<file path="src/rtl/regfile_write_arbiter.sv">
// -----------------------------------------------------------------------------
// regfile_write_arbiter
//
// Shares the single register-file write port between NUM_PORTS writeback
// sources. One write is granted per cycle, round-robin starting from a
// priority pointer. Writes addressed to x0 are absorbed immediately, without
// taking the grant or moving the pointer. The write-port outputs and the
// one-hot grant are registered, so a grant in cycle N appears on rf_wr_* in N+1.
//
// Ports
//   clk_i         clock, rising edge
//   rst_ni        asynchronous active-low reset
//   enable_i      0 = pipeline halt: no grants, no x0 absorbs, pointer frozen
//   req_addr_i    destination register per requester (packed, port 0 in LSBs)
//   req_data_i    write data per requester (packed, port 0 in LSBs)
//   req_valid_i   requester holds a write
//   req_ready_o   write accepted this cycle (combinational)
//   rf_wr_en_o    register-file write strobe (registered)
//   rf_wr_addr_o  register-file write address (registered, holds last value)
//   rf_wr_data_o  register-file write data (registered, holds last value)
//   grant_o       one-hot port owning the current rf_wr_* (registered)
// -----------------------------------------------------------------------------
module regfile_write_arbiter #(
    parameter int NUM_PORTS = 4,
    parameter int ADDR_W    = 5,
    parameter int DATA_W    = 32
) (
    input  logic                          clk_i,
    input  logic                          rst_ni,
    input  logic                          enable_i,
    input  logic [NUM_PORTS*ADDR_W-1:0]   req_addr_i,
    input  logic [NUM_PORTS*DATA_W-1:0]   req_data_i,
    input  logic [NUM_PORTS-1:0]          req_valid_i,
    output logic [NUM_PORTS-1:0]          req_ready_o,
    output logic                          rf_wr_en_o,
    output logic [ADDR_W-1:0]             rf_wr_addr_o,
    output logic [DATA_W-1:0]             rf_wr_data_o,
    output logic [NUM_PORTS-1:0]          grant_o
);

    localparam int PTR_W = (NUM_PORTS > 1) ? $clog2(NUM_PORTS) : 1;

    logic [PTR_W-1:0]     ptr_q,      ptr_d;
    logic                 wr_en_q,    wr_en_d;
    logic [ADDR_W-1:0]    wr_addr_q,  wr_addr_d;
    logic [DATA_W-1:0]    wr_data_q,  wr_data_d;
    logic [NUM_PORTS-1:0] grant_q,    grant_d;

    logic [NUM_PORTS-1:0] sink;
    logic [NUM_PORTS-1:0] gnt_vec;
    logic                 found;
    int                   idx;

    always_comb begin
        sink      = '0;
        gnt_vec   = '0;
        found     = 1'b0;
        idx       = 0;
        ptr_d     = ptr_q;
        wr_addr_d = wr_addr_q;
        wr_data_d = wr_data_q;

        for (int k = 0; k < NUM_PORTS; k++) begin
            sink[k] = req_valid_i[k] && (req_addr_i[k*ADDR_W +: ADDR_W] == '0);
        end

        // Scan from the pointer upward (mod NUM_PORTS); the first valid
        // non-x0 requester wins.
        if (enable_i) begin
            for (int k = 0; k < NUM_PORTS; k++) begin
                idx = (int'(ptr_q) + k) % NUM_PORTS;
                if (!found && req_valid_i[idx] &&
                    (req_addr_i[idx*ADDR_W +: ADDR_W] != '0)) begin
                    found        = 1'b1;
                    gnt_vec[idx] = 1'b1;
                    wr_addr_d    = req_addr_i[idx*ADDR_W +: ADDR_W];
                    wr_data_d    = req_data_i[idx*DATA_W +: DATA_W];
                    ptr_d        = PTR_W'((idx + 1) % NUM_PORTS);
                end
            end
        end

        wr_en_d = found;
        grant_d = gnt_vec;
    end

    // Ready is forced low while reset is asserted so no requester believes
    // a write was taken that the reset is about to discard.
    assign req_ready_o = (rst_ni && enable_i) ? (sink | gnt_vec) : '0;

    always_ff @(posedge clk_i or negedge rst_ni) begin
        if (!rst_ni) begin
            ptr_q     <= '0;
            wr_en_q   <= 1'b0;
            wr_addr_q <= '0;
            wr_data_q <= '0;
            grant_q   <= '0;
        end else begin
            ptr_q     <= ptr_d;
            wr_en_q   <= wr_en_d;
            wr_addr_q <= wr_addr_d;
            wr_data_q <= wr_data_d;
            grant_q   <= grant_d;
        end
    end

    assign rf_wr_en_o   = wr_en_q;
    assign rf_wr_addr_o = wr_addr_q;
    assign rf_wr_data_o = wr_data_q;
    assign grant_o      = grant_q;

endmodule

</file>
<file path="config.mk">
export PLATFORM = sky130hd
export DESIGN_NAME = regfile_write_arbiter
export DESIGN_NICKNAME = d
export VERILOG_FILES = /design/src/rtl/regfile_write_arbiter.sv
export SDC_FILE = /design/constraint.sdc
export NUM_CORES = 1
export LEC_CHECK = 0
export ABC_AREA = 1
export BUFFER_PORTS_ARGS = -buffer_cell sky130_fd_sc_hd__buf_2
export CAP_MARGIN = 20
export CORE_MARGIN = 2
export CORE_UTILIZATION = 50
export CTS_CLUSTER_DIAMETER = 120
export DETAILED_ROUTE_END_ITERATION = 7
export GPL_ROUTABILITY_DRIVEN = 0
export PLACE_DENSITY = 0.85
export SKIP_CTS_REPAIR_TIMING = 1
export SLEW_MARGIN = 5
export SYNTH_ARGS = -nofsm -noshare
export SYNTH_HDL_FRONTEND = slang
export SYNTH_SLANG_ARGS = --single-unit
</file>
<file path="constraint.sdc">
create_clock -name clk_i -period 5.4 [get_ports clk_i]
set_clock_uncertainty 0.2 [all_clocks]
set_input_delay 1.08 -clock clk_i [delete_from_list [all_inputs] [get_ports clk_i]]
set_output_delay 1.08 -clock clk_i [all_outputs]
set_load 0.01 [all_outputs]
</file>
Word-level counts from Yosys, hierarchy flattened
Cells that the tools add are included.
{"block": "classes", "add_sub_neg": 6, "mul": 4, "order_cmp": 8, "n_shift": 8, "muxes": 48, "bitwise_logic": 7, "reduce_logical": 32}
{"operator": "$shiftx 128x8->32", "n": 4}
{"operator": "$mux 32", "n": 4}
{"operator": "$shiftx 20x7->5", "n": 3}
{"operator": "$mux 4", "n": 9}
{"operator": "$mul 3x4->7 const B", "n": 3}
{"operator": "$logic_not 5->1", "n": 4}
{"operator": "$mux 5", "n": 4}
{"operator": "$reduce_bool 5->1", "n": 4}
{"operator": "$shiftx 20x6->5", "n": 1}
{"operator": "$mux 1", "n": 19}
{"operator": "$logic_and 1x1->1", "n": 16}
{"operator": "$or 4x4->4", "n": 4}
{"operator": "$lt 3x4->1 const B", "n": 3}
{"operator": "$add 2x2->2 const B", "n": 5}
{"operator": "$ge 3x1->1 const B", "n": 3}
{"operator": "$bmux 1 s2", "n": 4}
{"operator": "$demux 1 s2", "n": 4}
{"operator": "$mux 2", "n": 4}
{"operator": "$reduce_or 2->1", "n": 3}
{"operator": "$mul 2x3->5 const B", "n": 1}
{"operator": "$reduce_bool 4->1", "n": 1}
{"operator": "$and 1x1->1 const A", "n": 3}
{"operator": "$logic_not 1->1", "n": 3}
{"operator": "$lt 2x3->1 const B", "n": 1}
{"operator": "other kinds (3)", "n": 3}
{"block": "totals", "register_bits": 44, "output_inout_bits": 46}

Depth between registers and ports, before layout
Gate-level depths: netlist of run 1.
{"block": "logic_depth", "depth_word": 23, "depth_mapped": 25, "depth_no_buf": 20}

Worst setup path before layout of run 1
Ideal clock, no wire load.
{"block": "synth_path", "path_type": "reg2out", "startpoint": "reg ptr_q[0]", "endpoint": "out req_ready_o[1]", "arrival_time_ns": 2.882, "required_time_ns": 4.120, "slack_ns": 1.238, "path_stages_with_launch": 21, "path_cell_list": "dfrtp_1 buf_4 inv_6 buf_4 buf_4 ha_1 inv_1 buf_2 buf_2 o21ai_0 nor2_4 nand2_4 nand3_2 buf_6 inv_2 nand2_1 nand2_1 inv_1 a21oi_1 o21ai_1 inv_1"}
{"block": "synth_via", "elab_chain_len": 23, "word_cells_on_any_way": 81, "classes_between": "add/sub (3); mul (4); order compare (8); shift (4); mux (34); bitwise (7); reduce/logical (21)"}
{"item": "start, declared", "line": "43", "text": "logic [PTR_W-1:0] ptr_q, ptr_d;"}
{"item": "start signal, assigned", "line": "99", "text": "ptr_q <= ptr_d;"}
{"item": "parallel branches: the longest is 19 deep, another holds $mul 3x4->7"}
{"item": "$mux 4 *", "line": "72", "text": "if (!found && req_valid_i[idx] &&"}
{"item": "$mux 4 *", "line": "69", "text": "if (enable_i) begin"}
{"item": "net gnt_vec[1]", "line": "50", "text": "logic [NUM_PORTS-1:0] gnt_vec;"}
{"item": "$or 4x4->4 *", "line": "89", "text": "assign req_ready_o = (rst_ni && enable_i) ? (sink | gnt_vec) : '0;"}
{"item": "$mux 4 *", "line": "89"}
{"item": "end, declared", "line": "34", "text": "output logic [NUM_PORTS-1:0] req_ready_o,"}
Mark *: on every way through the listed nets, which the timed path passes. The select of a mux whose other input is x is not followed.

Final worst setup path of run 1
{"block": "layout_path", "startpoint": "reg ptr_q[1]", "endpoint": "out req_ready_o[1]"}
The elaborated chain is that of the path after synthesis.

==> impl_metrics.csv, run 1 <==
group,metric,value,unit
routing,antenna_violating_nets_post_route,0,
grt,grt_first_pass_wirelength,25400,µm
clock_tree,cts_buffers,5,
finish,layout_common_cells,"309 x sky130_fd_sc_hd__nand2_1, 202 x sky130_fd_sc_hd__nand3_1, 200 x sky130_fd_sc_hd__buf_2",
synth,async_flop_share,100,%
clock_tree,cts_root_buf,"sky130_fd_sc_hd__clkbuf_8",
synth,ys_types,33,
finish,diodes,0,
place,number_of_port_buffers,200,
routing,drt_wl_total,15500,µm
clock_tree,clock_sinks,44,
synth,synthesis.instances,888,
floorplanning,num_rows,36,
worst_setup_path,timing.critical_path.to_type,"output pin",
timing,final_max_slew_viol_count,0,
floorplanning,floorplan.die.width,104,µm
timing,report.final.hold_viol_count,0,
timing,final_min_period_over_clock_period,94.1,%
worst_setup_path,worst_setup_path_type,"reg -> out",
outcome,status,"finished clean",
clock_tree,htree_levels,2,
synth,top_cell_type_s_share_of_synthesized_area,23.2,%
synth,mean_instance_size_in_the_synthesized_netlist,5.63,µm²
floorplanning,die_area,10800,µm²
synth,synth.area.top_cells,"sky130_fd_sc_hd__nand2_1 23%, sky130_fd_sc_hd__dfrtp_1 22%, sky130_fd_sc_hd__nand3_1 20%",
timing,timing.final.ws_setup,320,ps
worst_setup_path,critPathLaunchType,"flop",
finish,post_route_cells_drive_above_1_share,23.2,%
synth,synth_top_cell_by_area,"sky130_fd_sc_hd__nand2_1",
routing,remaining_drc_errors,0,
synth,ys_dominant_reg_cell,"sky130_fd_sc_hd__dfrtp_1",
synth,postSynthRegisterBits,44,
worst_setup_path,critPathArrivalTime,3800,ps
timing,hold_slack,277,ps
worst_setup_path,timing.critical_path.required,4120,ps
clock_tree,tritoncts_clock_tree,"yes",
routing,drt-wirelength-per-cell,13.1,µm
routing,firstDrtPassIters,5,
grt,grtUsageTotal,27.9,%
synth,ys_seq_area_share,22.0,%
grt,grt_antenna_before_repair,0,
grt,first_global_vias,5309,
worst_setup_path,maximum_fanout_along_the_worst_path,22,
finish,nets,1212,
synth,yosys_warnings,0,
clock_tree,clk_pin_slew,90,ps
timing,tightest_slew,940,ps
clock_tree,max-clock-path-buffers,2,
synth,synth.cell_area,5000,µm²
floorplanning,die_height,104,µm
grt,globalRoute.totalOverflow,0,
floorplanning,io_pins,201,
grt,grt_start_max_net_pins,65,
timing,max_freq,0.197,GHz
synth,edff_count_synth,0,
clock_tree,clk-insertion-delay-late,280,ps
floorplanning,effective_utilization_at_floorplan,51.4,%
floorplanning,core_area,9730,µm²
place,detailed_place_hpwl,11600,µm
finish,layout.cells.most_common,"sky130_fd_sc_hd__nand2_1",
timing,totalNegativeSetupSlack,0,ps
run,cap_viol_max_count,0,
timing,setup_viol_count_final,0,
routing,drt-vias-per-instance,5.13,
finish,layout.core_utilization,61.4,%
routing,routed_via_count,6068,
synth,synth_nets,1052,
timing,minimum_period_implied_by_the_final_worst_setup_slack,5080,ps
place,dp_worst_setup_slack,507,ps
timing,grt_setup_unrepaired,"no",
finish,fillerInstances,1011,
timing,maxSlewHeadroom,37.1,%
finish,areaGrowthSynthToFinish,19.4,%
worst_hold_path,min-delay-path-class,"reg -> reg",
routing,drt_iter0_drc,469,
-- synth_stat cells (3+ instances only) --
cell type	n
sky130_fd_sc_hd__buf_2	24
sky130_fd_sc_hd__a22oi_1	5
sky130_fd_sc_hd__nand3_1	203
sky130_fd_sc_hd__nor3_1	5
sky130_fd_sc_hd__inv_2	6
sky130_fd_sc_hd__ha_1	9
sky130_fd_sc_hd__buf_6	10
sky130_fd_sc_hd__buf_4	18
sky130_fd_sc_hd__nor2_1	15
sky130_fd_sc_hd__dfrtp_1	44
sky130_fd_sc_hd__inv_1	154
sky130_fd_sc_hd__o21ai_1	9
sky130_fd_sc_hd__nand4_1	3
sky130_fd_sc_hd__a21oi_1	24
sky130_fd_sc_hd__nand2_1	309
sky130_fd_sc_hd__o21ai_0	20
sky130_fd_sc_hd__nand2_2	9
-- critical path, cell delays in order (launching register included) --
cell                      delay [ps]
sky130_fd_sc_hd__dfrtp_2         550
sky130_fd_sc_hd__inv_2           330
sky130_fd_sc_hd__ha_1            310
sky130_fd_sc_hd__inv_1           450
sky130_fd_sc_hd__nand3_1         180
sky130_fd_sc_hd__nand2_1         100
sky130_fd_sc_hd__nand2_1          50
sky130_fd_sc_hd__nand2_1         100
sky130_fd_sc_hd__a21oi_1          90
sky130_fd_sc_hd__nand2_1         140
sky130_fd_sc_hd__nand2_4         120
sky130_fd_sc_hd__inv_1           330
sky130_fd_sc_hd__a22oi_1         140
sky130_fd_sc_hd__nand2_1          90
sky130_fd_sc_hd__inv_1            40
sky130_fd_sc_hd__a21oi_1         190
sky130_fd_sc_hd__o21ai_1         110
sky130_fd_sc_hd__inv_1            60
sky130_fd_sc_hd__buf_2           120
-- final cells by class --
class	instances	area (µm²)	share of cell area [%]
inverter	162	616	10.3
tap	133	166	2.79
multi-input combinational	628	2910	48.8
clock buffer	6	82.6	1.38
clock inverter	2	38.8	0.649
timing repair buffer	207	1050	17.6
sequential	44	1100	18.5
-- final timing paths --
check	startpoint	end	slack [ps]	cells after the start
max reg2reg	ptr_q[1]$_DFFE_PN0P_	ptr_q[1]$_DFFE_PN0P_	980	16
min	rf_wr_data_o[7]$_DFFE_PN0P_	rf_wr_data_o[7]$_DFFE_PN0P_	280	2
max in group asynchronous	rst_ni	ptr_q[1]$_DFFE_PN0P_	3920	2
min reg2reg	rf_wr_data_o[7]$_DFFE_PN0P_	rf_wr_data_o[7]$_DFFE_PN0P_	280	2
max	ptr_q[1]$_DFFE_PN0P_	req_ready_o[1]	320	18
min in group asynchronous	rst_ni	rf_wr_data_o[28]$_DFFE_PN0P_	670	2
-- cell families after synthesis --
group	share of synthesized area (%)
buffers and inverters	19.8
AOI/OAI and AO/OA	7.26
muxes	0.200
and+or+nand+nor	48.5
adders and majority gates	2.25
DFF	22.0
-- stage by stage --
step	instance area (µm²)	cells
after floorplan	5000	888
after global placement	5850	1174
after detailed placement	5850	1174
after CTS	5970	1182
after global routing	5970	1182
final	5970	1182
-- sequential cells by signal (all words and copies together), names as in the netlist --
register	flops
ptr_q	2
rf_wr_addr_o	5
rf_wr_en_o	1
rf_wr_data_o	32
grant_o	4
-- metal layers --
| metal | GRT usage [%] | vias up | routed length (µm) |
|---|---|---|---|
| li1 | - | 3084 | - |
| met1 | 38.4 | 2670 | 6660 |
| met4 | 8.59 | 0 | 412 |
| met3 | 3.88 | 34 | 1190 |
| met2 | 45.5 | 280 | 7190 |
| met5 | 0 | - | 0 |
Power of run 1 is left out: the tool's default activity adds up to more than one toggle a clock period on the data nets, which glitch-free logic cannot reach.
==> inputs of run 2 (changes only) <==
- CELL_PAD_IN_SITES_DETAIL_PLACEMENT: default -> 1
- CELL_PAD_IN_SITES_GLOBAL_PLACEMENT: default -> 1
- CORE_UTILIZATION: 50 -> 32
- PLACE_DENSITY: 0.85 -> 0.84
==> run 2 against run 1 <==
  * Design area rose by 2.1%
  * Worst setup slack improved by 180 ps
  * Global-route usage fell by 5.1 points
  * Final cell count rose by 6.8%
  * Sequential share of layout area fell by 0.40 points
  * Count of clock-buffer cells in the layout rose by 1
  * Via count rose by 2.5%
  * Worst hold slack got worse by 4.9 ps
  * Die area rose by 54%
  * Critical path type unchanged
  * Critical endpoint is now req_ready_o[2]
==> impl_metrics.csv, run 2 (synthesis gave the netlist of run 1 again) <==
group,metric,value,unit
timing,minimum_period_implied_by_the_final_worst_setup_slack,4900,ps
grt,grt_first_pass_wirelength,30600,µm
finish,layout_common_cells,"309 x sky130_fd_sc_hd__nand2_1, 202 x sky130_fd_sc_hd__nand3_1, 200 x sky130_fd_sc_hd__buf_2",
clock_tree,cts_root_buf,"sky130_fd_sc_hd__clkbuf_16",
floorplanning,die_height,129,µm
finish,fillerInstances,2193,
floorplanning,io_pins,201,
finish,nets,1213,
floorplanning,floorplan.die.width,129,µm
routing,routed_via_count,6217,
routing,drt-wirelength-per-cell,15.6,µm
clock_tree,clk-insertion-delay-late,280,ps
clock_tree,cts_buffers,5,
place,number_of_port_buffers,200,
timing,final_max_slew_viol_count,0,
worst_setup_path,timing.critical_path.required,4120,ps
place,detailed_place_hpwl,14800,µm
worst_setup_path,worst_setup_path_type,"reg -> out",
grt,first_global_vias,6025,
timing,max_freq,0.204,GHz
worst_setup_path,critPathArrivalTime,3620,ps
worst_setup_path,reg2reg_depth,14,
routing,drt_iter0_drc,244,
timing,maxSlewHeadroom,31.4,%
grt,grt_antenna_before_repair,2,
worst_setup_path,crit-reg2reg-launch,"ptr_q[1]$_DFFE_PN0P_",
worst_hold_path,min-delay-path-class,"reg -> reg",
routing,remaining_drc_errors,0,
timing,totalNegativeSetupSlack,0,ps
worst_setup_path,critPathLaunchType,"flop",
finish,layout.cells.most_common,"sky130_fd_sc_hd__nand2_1",
floorplanning,core_area,15300,µm²
timing,setup_viol_count_final,0,
grt,grt_start_max_net_pins,65,
routing,antenna_violating_nets_post_route,0,
worst_setup_path,setup.worst_path.end,"req_ready_o[2]",
worst_setup_path,timing.critical_path.to_type,"output pin",
timing,final_min_period_over_clock_period,90.7,%
finish,post_route_cells_drive_above_1_share,23.0,%
clock_tree,max-clock-path-buffers,2,
worst_setup_path,timing.critical_path.from,"ptr_q[1]$_DFFE_PN0P_",
timing,grt_setup_unrepaired,"no",
timing,tightest_slew,1030,ps
routing,firstDrtPassIters,5,
run,cap_viol_max_count,0,
routing,drt-vias-per-instance,4.93,
grt,globalRoute.totalOverflow,0,
routing,drt_wl_total,19600,µm
clock_tree,htree_levels,2,
floorplanning,num_rows,45,
finish,largest_register_ff_count,32,
finish,areaGrowthSynthToFinish,22.0,%
floorplanning,effective_utilization_at_floorplan,32.8,%
worst_hold_path,hold_depth,2,
clock_tree,clk_pin_slew,60,ps
floorplanning,die_area,16600,µm²
timing,report.final.hold_viol_count,0,
grt,grtUsageTotal,22.9,%
clock_tree,clock_sinks,44,
worst_setup_path,crit_reg_reg_endpoint,"rf_wr_addr_o[1]$_DFFE_PN0P_",
worst_setup_path,maximum_fanout_along_the_worst_path,22,
outcome,status,"finished clean",
clock_tree,tritoncts_clock_tree,"yes",
worst_setup_path,regToRegSetupSlack,870,ps
[run 2: worst min path at each step]
| stage | start | endpoint | slack [ps] |
|---|---|---|---|
| after global placement | rf_wr_data_o[0]$_DFFE_PN0P_ | rf_wr_data_o[0]$_DFFE_PN0P_ | 260 |
| after detailed placement | rf_wr_data_o[8]$_DFFE_PN0P_ | rf_wr_data_o[8]$_DFFE_PN0P_ | 260 |
| after global routing | rf_wr_data_o[8]$_DFFE_PN0P_ | rf_wr_data_o[8]$_DFFE_PN0P_ | 290 |
| after floorplan | rf_wr_data_o[24]$_DFFE_PN0P_ | rf_wr_data_o[24]$_DFFE_PN0P_ | 310 |
| final | rf_wr_data_o[8]$_DFFE_PN0P_ | rf_wr_data_o[8]$_DFFE_PN0P_ | 270 |
| after CTS | rf_wr_data_o[8]$_DFFE_PN0P_ | rf_wr_data_o[8]$_DFFE_PN0P_ | 280 |
[run 2: per-layer routing]
layer  GRT usage [%]  vias to the layer above  routed length (µm)  share of wire, %
li1                -                     3081                   -                 -
met1            29.5                     2937                8630                44
met2            40.6                      177                9730                50
met3            2.89                       22                 935               4.8
met4            5.75                        0                 351               1.8
met5               0                        -                   0                 0
[run 2: final cells by class]
class,instances,area [µm²],area share [%]
Clock inverter,1,8.76,0.144
Antenna cell,1,2.50,0.0410
Clock buffer,7,133,2.17
Tap cell,211,264,4.33
Timing Repair Buffer,208,1060,17.4
Inverter,162,616,10.1
Multi-Input combinational cell,628,2910,47.8
Sequential cell,44,1100,18.1
[run 2: worst max-delay path, cell delays in order, from the launching register on]
cell                      delay (ps)
sky130_fd_sc_hd__dfrtp_1         390
sky130_fd_sc_hd__inv_2           300
sky130_fd_sc_hd__ha_1            320
sky130_fd_sc_hd__inv_1           490
sky130_fd_sc_hd__nand3_1         190
sky130_fd_sc_hd__nand2_1         100
sky130_fd_sc_hd__nand2_1          50
sky130_fd_sc_hd__nand2_1          90
sky130_fd_sc_hd__a21oi_1          80
sky130_fd_sc_hd__nand2_1         140
sky130_fd_sc_hd__nand2_4         120
sky130_fd_sc_hd__inv_1           350
sky130_fd_sc_hd__a22oi_1         150
sky130_fd_sc_hd__nand2_1          90
sky130_fd_sc_hd__inv_1            40
sky130_fd_sc_hd__a21oi_1         160
sky130_fd_sc_hd__o21ai_1          80
sky130_fd_sc_hd__inv_1            60
sky130_fd_sc_hd__buf_2           120
[run 2: through the flow]
| step | cell area [µm²] | setup WS [ps] | util [%] | instances | hold slack, ps |
|---|---|---|---|---|---|
| after floorplan | 5000 | 1240 | - | 888 | 314 |
| after global placement | 5960 | 876 | 39.0 | 1253 | 257 |
| after detailed placement | 5960 | 818 | 39.0 | 1253 | 261 |
| after CTS | 6100 | 492 | 40.0 | 1261 | 276 |
| after global routing | 6100 | 56.9 | 40.0 | 1262 | 294 |
| final | 6100 | 504 | 40.0 | 1262 | 272 |
Power of run 2 is left out for the same reason.
